### src/rtl/freq_gate_ctrl.sv
// freq_gate_ctrl: frequency meter measurement sequencer.
// Synchronises sig_in and counts its rising edges over a GATE_CYCLES window.
// Each completed window latches a held, saturated count for the 7-segment
// converter and flags it with a one-cycle valid pulse.
//
// Ports:
//   clk         in   system clock, rising edge
//   rst_n       in   asynchronous active-low reset
//   sig_in      in   signal under test, asynchronous to clk
//   enable      in   run continuous measurements while high
//   freq_out    out  last latched count, saturated at MAX_COUNT
//   over        out  last latched window exceeded MAX_COUNT
//   valid       out  one-cycle pulse when freq_out/over update
//   gate_active out  high while the gate window is open
module freq_gate_ctrl #(
  parameter int unsigned GATE_CYCLES = 50_000_000,
  parameter int unsigned MAX_COUNT   = 999_999,
  parameter int unsigned WIDTH       = 23
) (
  input  logic             clk,
  input  logic             rst_n,
  input  logic             sig_in,
  input  logic             enable,
  output logic [WIDTH-1:0] freq_out,
  output logic             over,
  output logic             valid,
  output logic             gate_active
);

  localparam int unsigned      TW         = (GATE_CYCLES > 1) ? $clog2(GATE_CYCLES) : 1;
  localparam logic [TW-1:0]    TIMER_LAST = TW'(GATE_CYCLES - 1);
  localparam logic [WIDTH-1:0] CNT_MAX    = WIDTH'(MAX_COUNT);
  localparam logic [WIDTH-1:0] CNT_SAT    = WIDTH'(MAX_COUNT + 1);

  typedef enum logic [1:0] {
    ST_IDLE  = 2'd0,
    ST_GATE  = 2'd1,
    ST_LATCH = 2'd2
  } state_e;

  state_e           state_q;
  logic             s1_q;
  logic             s2_q;
  logic             s3_q;
  logic             rise_c;
  logic [TW-1:0]    timer_q;
  logic [WIDTH-1:0] count_q;
  logic [WIDTH-1:0] count_inc_c;
  logic [WIDTH-1:0] freq_q;
  logic             over_q;
  logic             valid_q;
  logic             gate_q;

  // Two-flop synchroniser followed by an edge register
  always_ff @(posedge clk or negedge rst_n) begin
    if (!rst_n) begin
      s1_q <= 1'b0;
      s2_q <= 1'b0;
      s3_q <= 1'b0;
    end else begin
      s1_q <= sig_in;
      s2_q <= s1_q;
      s3_q <= s2_q;
    end
  end

  assign rise_c = s2_q & ~s3_q;

  // Counter parks at MAX_COUNT+1 so overflow stays visible without wrapping
  always_comb begin
    count_inc_c = count_q;
    if (rise_c && (count_q < CNT_SAT)) begin
      count_inc_c = count_q + WIDTH'(1);
    end
  end

  // Sequencer: gate window, latch cycle, registered outputs
  always_ff @(posedge clk or negedge rst_n) begin
    if (!rst_n) begin
      state_q <= ST_IDLE;
      timer_q <= '0;
      count_q <= '0;
      freq_q  <= '0;
      over_q  <= 1'b0;
      valid_q <= 1'b0;
      gate_q  <= 1'b0;
    end else begin
      valid_q <= 1'b0;
      case (state_q)
        ST_IDLE: begin
          timer_q <= '0;
          count_q <= '0;
          if (enable) begin
            state_q <= ST_GATE;
            gate_q  <= 1'b1;
          end
        end

        ST_GATE: begin
          if (!enable) begin
            // Abort: previous result stays on the display
            state_q <= ST_IDLE;
            gate_q  <= 1'b0;
            timer_q <= '0;
            count_q <= '0;
          end else begin
            // A rise in the final gate cycle still counts
            count_q <= count_inc_c;
            if (timer_q == TIMER_LAST) begin
              state_q <= ST_LATCH;
              gate_q  <= 1'b0;
              timer_q <= '0;
            end else begin
              timer_q <= timer_q + TW'(1);
            end
          end
        end

        ST_LATCH: begin
          // Rises arriving in this cycle are dropped: one dead cycle per window
          freq_q  <= (count_q > CNT_MAX) ? CNT_MAX : count_q;
          over_q  <= (count_q > CNT_MAX);
          valid_q <= 1'b1;
          timer_q <= '0;
          count_q <= '0;
          if (enable) begin
            state_q <= ST_GATE;
            gate_q  <= 1'b1;
          end else begin
            state_q <= ST_IDLE;
            gate_q  <= 1'b0;
          end
        end

        default: begin
          state_q <= ST_IDLE;
          gate_q  <= 1'b0;
          timer_q <= '0;
          count_q <= '0;
        end
      endcase
    end
  end

  assign freq_out    = freq_q;
  assign over        = over_q;
  assign valid       = valid_q;
  assign gate_active = gate_q;

endmodule

### config.mk
export PLATFORM = sky130hd
export DESIGN_NAME = freq_gate_ctrl
export DESIGN_NICKNAME = d
export VERILOG_FILES = /design/src/rtl/freq_gate_ctrl.sv
export SDC_FILE = /design/constraint.sdc
export NUM_CORES = 1
export LEC_CHECK = 0
export CAP_MARGIN = 20
export CORE_MARGIN = 2
export CORE_UTILIZATION = 25
export CTS_CLUSTER_DIAMETER = 100
export DETAILED_ROUTE_END_ITERATION = 12
export SYNTH_ARGS = -nofsm -noshare
export SYNTH_HDL_FRONTEND = slang
export SYNTH_SLANG_ARGS = --single-unit
export TNS_END_PERCENT = 50
### constraint.sdc
create_clock -name clk -period 2.9 [get_ports clk]
set_input_delay 0.435 -clock clk [delete_from_list [all_inputs] [get_ports clk]]
set_output_delay 0.435 -clock clk [all_outputs]
set_load 0.01 [all_outputs]
* Word-level counts from Yosys, hierarchy flattened
Cells that the tools add are included.
Storage, ports and cells: input port bits 4, memory bits (read-only) 0, register bits after elaboration 80, word-level logic and storage cells 43, memory bits (writable) 0, memories 0, bits in latches 0, output and inout port bits 26
Operators by class: multipliers 0, shift operators 0, reduce and logical (&&, ||, !) cells 3, add/sub/neg operators 2, equal/unequal tests 6, divide/modulo/power cells 0, bitwise logic cells 2, mux-type cells 18, order comparisons 2
Operators by type and width (number):
- 23-bit 2-to-1 mux | 4
- 26-bit 2-to-1 mux | 3
- 26-bit by 1-bit adder with 26-bit output (second input constant) | 1
- 26-bit == test (second input constant) | 1
- 23-bit by 1-bit adder with 23-bit output (second input constant) | 1
- 23-bit by 20-bit > comparator with 1-bit output (second input constant) | 1
- 23-bit by 20-bit less-than comparator with 1-bit output (second input constant) | 1
- 1-bit 2-to-1 mux | 6
- 2-bit 2-to-1 mux | 3
- 3-bit inequality test (second input constant) | 2
- 2-bit case mux with 3 select lines | 1
- 1-bit case mux with 3 select lines | 1
- 2-bit by 1-bit == test with 1-bit output (second input constant) | 1
- 2-bit == test (second input constant) | 1
- 2-bit zero test | 1
- 2-bit inequality test (second input constant) | 1
- 2-bit AND reduction | 1
- 1-bit AND | 1
- 1-bit logical AND | 1
- 1-bit NOT | 1

* Depth between registers and ports, before layout
depth after elaboration 6, mapped depth 7, mapped depth without buffers 6

* Least setup slack after synthesis
OpenSTA, ideal clock, no wires.
kind reg-to-reg, start register count_q[0], end register count_q[18], setup slack 1.047 ns, arrival 1.775 ns, path buffers 1, required time 2.822 ns, setup time 0.078 ns, clock period less this slack 1.853 ns, cell stages (with the launch flop) 8, path through dfrtp_1 -> ha_1 -> inv_1 -> or3_1 -> buf_6 -> nor2_4 -> or4b_1 -> a21oi_1
Between the ends: longest elaborated chain between the ends 4, elaborated cells between the ends (all ways) 7, classes of those cells 1 x add/sub; 1 x order compare; 1 x eq/ne; 3 x mux; 1 x reduce/logical
Ends and longest elaborated chain:
- start, declared | line 47 | logic [WIDTH-1:0] count_q;
- start signal, assigned | line 108 | count_q <= count_inc_c;
- 23-bit by 1-bit adder with 23-bit output | line 73 | count_inc_c = count_q + WIDTH'(1);
- 23-bit 2-to-1 mux | line 72 | if (rise_c && (count_q < CNT_SAT)) begin
- 23-bit 2-to-1 mux | line 100 | if (!enable) begin
- 23-bit 2-to-1 mux | line 89 | case (state_q)
Several ways; a longest one is shown, not always the timed one. The select of a mux whose other input is x is not followed. A chain may end at the register's enable or synchronous reset.

* Worst setup path in the final report
start register count_q[20], end register freq_q[16] (netlist: freq_out[16])
Between the ends: longest elaborated chain between the ends 2
Ends and longest elaborated chain:
- 23-bit by 20-bit > comparator with 1-bit output | line 121 | freq_q <= (count_q > CNT_MAX) ? CNT_MAX : count_q;
- 23-bit 2-to-1 mux | line 121
- end signal, assigned | line 121
- end, declared | line 49 | logic [WIDTH-1:0] freq_q;
Every way passes these cells.

==> impl_metrics.py <==
metrics = {
    "cells_and_area": {
        "drive_gt1_share_pct": 8.531,
        "area_growth_pct": 20.25,
        "fin_nets": 423,
        "fill_cells": 1554,
        "final_cell_mix": "dfrtp_1 (80), nand2_1 (55), nor2_1 (39)",
        "antenna_cells": 0,
        "final_common_cell": "dfrtp_1",
    },
    "logic_synthesis": {
        "synth-main-ff-cell": "dfrtp_1",
        "synth.area.top_cells": "dfrtp_1 (52%), nand2_1 (5.3%), xnor2_1 (3.9%)",
        "ys_ff_latch": 80,
        "yosysUniqueCellTypes": 52,
        "synthArstFlopShare_pct": 100.0,
        "yosys.area.top_type": "dfrtp_1",
        "synth_seq_area_share_pct": 51.85,
        "synth_edf_count": 0,
        "syn_avg_cell_area_um2": 9.952,
        "yosys.area.top_type_share_pct": 51.85,
        "syn-instance-count": 388,
        "syn_area_mm2": 0.003861,
        "yosysWarningCount": 0,
        "syn_nets": 394,
    },
    "outcome": {
        "status": "complete, no violations",
    },
    "clock_tree": {
        "postCtsSetupBuffers": 0,
        "numCtsBuffers": 9,
        "clkTransAtPathRegs_ns": 0.06,
        "h-tree-depth": 3,
        "clk_latency_ns": 0.33,
        "clk_path_buf_depth": 2,
        "cts_num_sinks": 80,
        "cts_root_buffer": "clkbuf_16",
        "cts_tree": "built",
    },
    "timing": {
        "final_max_slew_viol_count": 0,
        "finalClockSkew_ns": 0.004048,
        "tns_ns": 0,
        "tightest_slew_ns": 0.7687,
        "finalCriticalPeriod_ns": 2.312,
        "max_freq_ghz": 0.4326,
        "grt_setup_unrepaired": "no",
        "setup-violations-final": 0,
        "finalCritPeriodShare_pct": 79.72,
        "slew_headroom_pct": 48.28,
        "fin_ws_ns": 0.5881,
        "hold_viol": 0,
    },
    "min_path": {
        "hold_start": "s1_q$_DFF_PN0_",
        "hold_path_depth": 0,
        "hold_class": "reg -> reg",
    },
    "critical_path": {
        "worst_ep_arrival_time_ns": 2.48,
        "reg2reg_depth": 5,
        "crit_fanout": 18,
        "r2r-start": "count_q[20]$_DFFE_PN0P_",
        "cp-start-kind": "flop",
        "worstSetupStartpoint": "count_q[20]$_DFFE_PN0P_",
        "crit_required_ns": 3.07,
        "cp-end-kind": "flop",
        "worstSetupPathType": "reg -> reg",
    },
    "power_and_ir_drop": {
        "power_density_mw_per_mm2": 499.9,
        "p_sw_share_pct": 21.71,
        "power.share.clock_pct": 47.3,
        "switching_power_uw": 503.9,
        "p_leak_uw": 0.001843,
        "p_int_uw": 1817,
        "p_comb_share_pct": 3.8,
        "ir_worst_vdd_mv": 0.3329,
        "power_frac_seq_pct": 48.9,
    },
    "placed_design": {
        "hpwl_mm": 5.611,
        "dp_slack_ns": 0.5943,
        "gp_congestion": 0.7831,
        "io_buffers": 29,
    },
    "die": {
        "fp.dieW_um": 128.3,
        "coreArea_mm2": 0.01515,
        "io_pins": 30,
        "fp-row-count": 45,
        "initial_core_util_pct": 25.49,
        "die_y_um": 128.3,
        "die_area_mm2": 0.01645,
    },
    "routing": {
        "vias_per_cell": 4.841,
        "drt_iter0_drc": 163,
        "ant_nets": 0,
        "dr.pass1.iters": 4,
        "wire_per_inst_um": 13.88,
        "vias": 2953,
        "drc_errors": 0,
        "routed_wl_mm": 8.464,
    },
    "global_routing": {
        "grt_use_met1_pct": 14.50,
        "gr-usage-met2_pct": 17.65,
        "grt-busiest-layer": "met2",
        "antenna_found_initial": 0,
        "grt_max_degree": 81,
        "grt_pass1_wl_mm": 14.62,
        "gr-usage-met3_pct": 3.881,
        "first_global_vias": 2925,
        "grt.total_usage_pct": 11.20,
        "overflow": 0,
    },
    "job": {
        "cap_violations": 0,
    },
}
## state kept, by name, indices dropped and copies added, names as in the netlist, 2 cells and up
register  cells
timer_q      26
state_q       2
freq_out     23
count_q      23
## Yosys cell counts (2+ instances only)
master,instances
a21oi_1,16
ha_1,2
o21a_1,2
xnor2_1,17
nand2b_1,3
o21ai_0,7
xor2_1,8
nor3_1,9
buf_4,2
and2_1,6
o311ai_0,3
nand2_1,55
o41ai_1,2
buf_2,5
or3_1,9
nor4_1,2
clkbuf_1,7
and4_1,3
a21boi_0,7
o211ai_1,2
and3_1,5
nor4_4,2
or4_1,10
inv_1,9
nand4_1,13
nand2_2,2
o31ai_1,13
or2_2,2
nand4_2,2
dfrtp_1,80
nand3_1,23
nor2_1,39
nor4b_1,2
## through the flow
step / power, µW / area [µm²] / instances / hold slack (ns) / utilization, %
3_5_place_dp: 1242 / 4324 / 592 / 0.3347 / 28.55
5_1_grt: 2418 / 4643 / 610 / 0.3659 / 30.66
6_report: 2321 / 4643 / 610 / 0.3475 / 30.66
4_1_cts: 2352 / 4606 / 608 / 0.2965 / 30.41
2_1_floorplan: 1195 / 3861 / 388 / 0.1394 / -
3_3_place_gp: 1240 / 4324 / 592 / 0.3365 / 28.55
## kinds of logic (layout without fill, tap and decap cells)
| group | after synthesis | count (layout) | synth area share [%] |
|---|---|---|---|
| flip-flops | 80 | 80 | 51.85 |
| XOR/XNOR | 25 | 25 | 5.671 |
| buffers and inverters | 26 | 60 | 3.110 |
| AO/OA/AOI/OAI | 60 | 60 | 11.99 |
| multiplexers | 1 | 1 | 0.2592 |
| AND/OR/NAND/NOR | 194 | 194 | 26.47 |
| adder cells (fa/ha/maj) | 2 | 2 | 0.6480 |
## worst paths after layout
kind / end / slack (ns)
min reg2reg: s2_q$_DFF_PN0_ / 0.35
max: freq_out[16]$_DFFE_PN0P_ / 0.59
min: s2_q$_DFF_PN0_ / 0.35
max reg2reg: freq_out[16]$_DFFE_PN0P_ / 0.59
min in group asynchronous: timer_q[13]$_DFF_PN0_ / 0.50
max in group asynchronous: count_q[4]$_DFFE_PN0P_ / 1.80
## layer usage
| metal | routed length, µm | vias to the layer above | share of wire, % |
|---|---|---|---|
| met2 | 3946 | 56 | 47 |
| li1 | - | 1441 | - |
| met5 | 0 | - | 0 |
| met4 | 123 | 0 | 1.5 |
| met1 | 4001 | 1446 | 47 |
| met3 | 392 | 10 | 4.6 |
## critical path, cell delays in order, from the launching register on
cell and delay, ns:
dfrtp_1 0.38, nor3_1 0.27, a21boi_2 0.37, o21ai_2 0.27
o21bai_2 0.67, o211ai_1 0.18
## timing repair
item                                   CTS  global route
hold buffers                             0             1
endpoints found under the hold margin    0            14
setup endpoints to repair                0             0
resized for setup                        0             0
## power groups by stage
| stage | combinational [µW] | clock, µW | sequential, µW |
|---|---|---|---|
| floorplan | 40.9 | 0 | 1150 |
| global placement | 83.9 | 0 | 1160 |
| detailed placement | 85.9 | 0 | 1160 |
| CTS | 85.7 | 1130 | 1140 |
| global route | 100 | 1180 | 1140 |
| finish | 88.4 | 1100 | 1140 |
## cell type report
cell class,instances,area (µm²),area share [%]
Clock inverter,4,45.04,0.9701
Timing Repair Buffer,34,347.8,7.491
Inverter,10,37.54,0.8084
Sequential cell,80,2002,43.12
Tap cell,188,235.2,5.066
Multi-Input combinational cell,282,1739,37.46
Clock buffer,12,236.5,5.093
(Power assumes the default switching activity.)
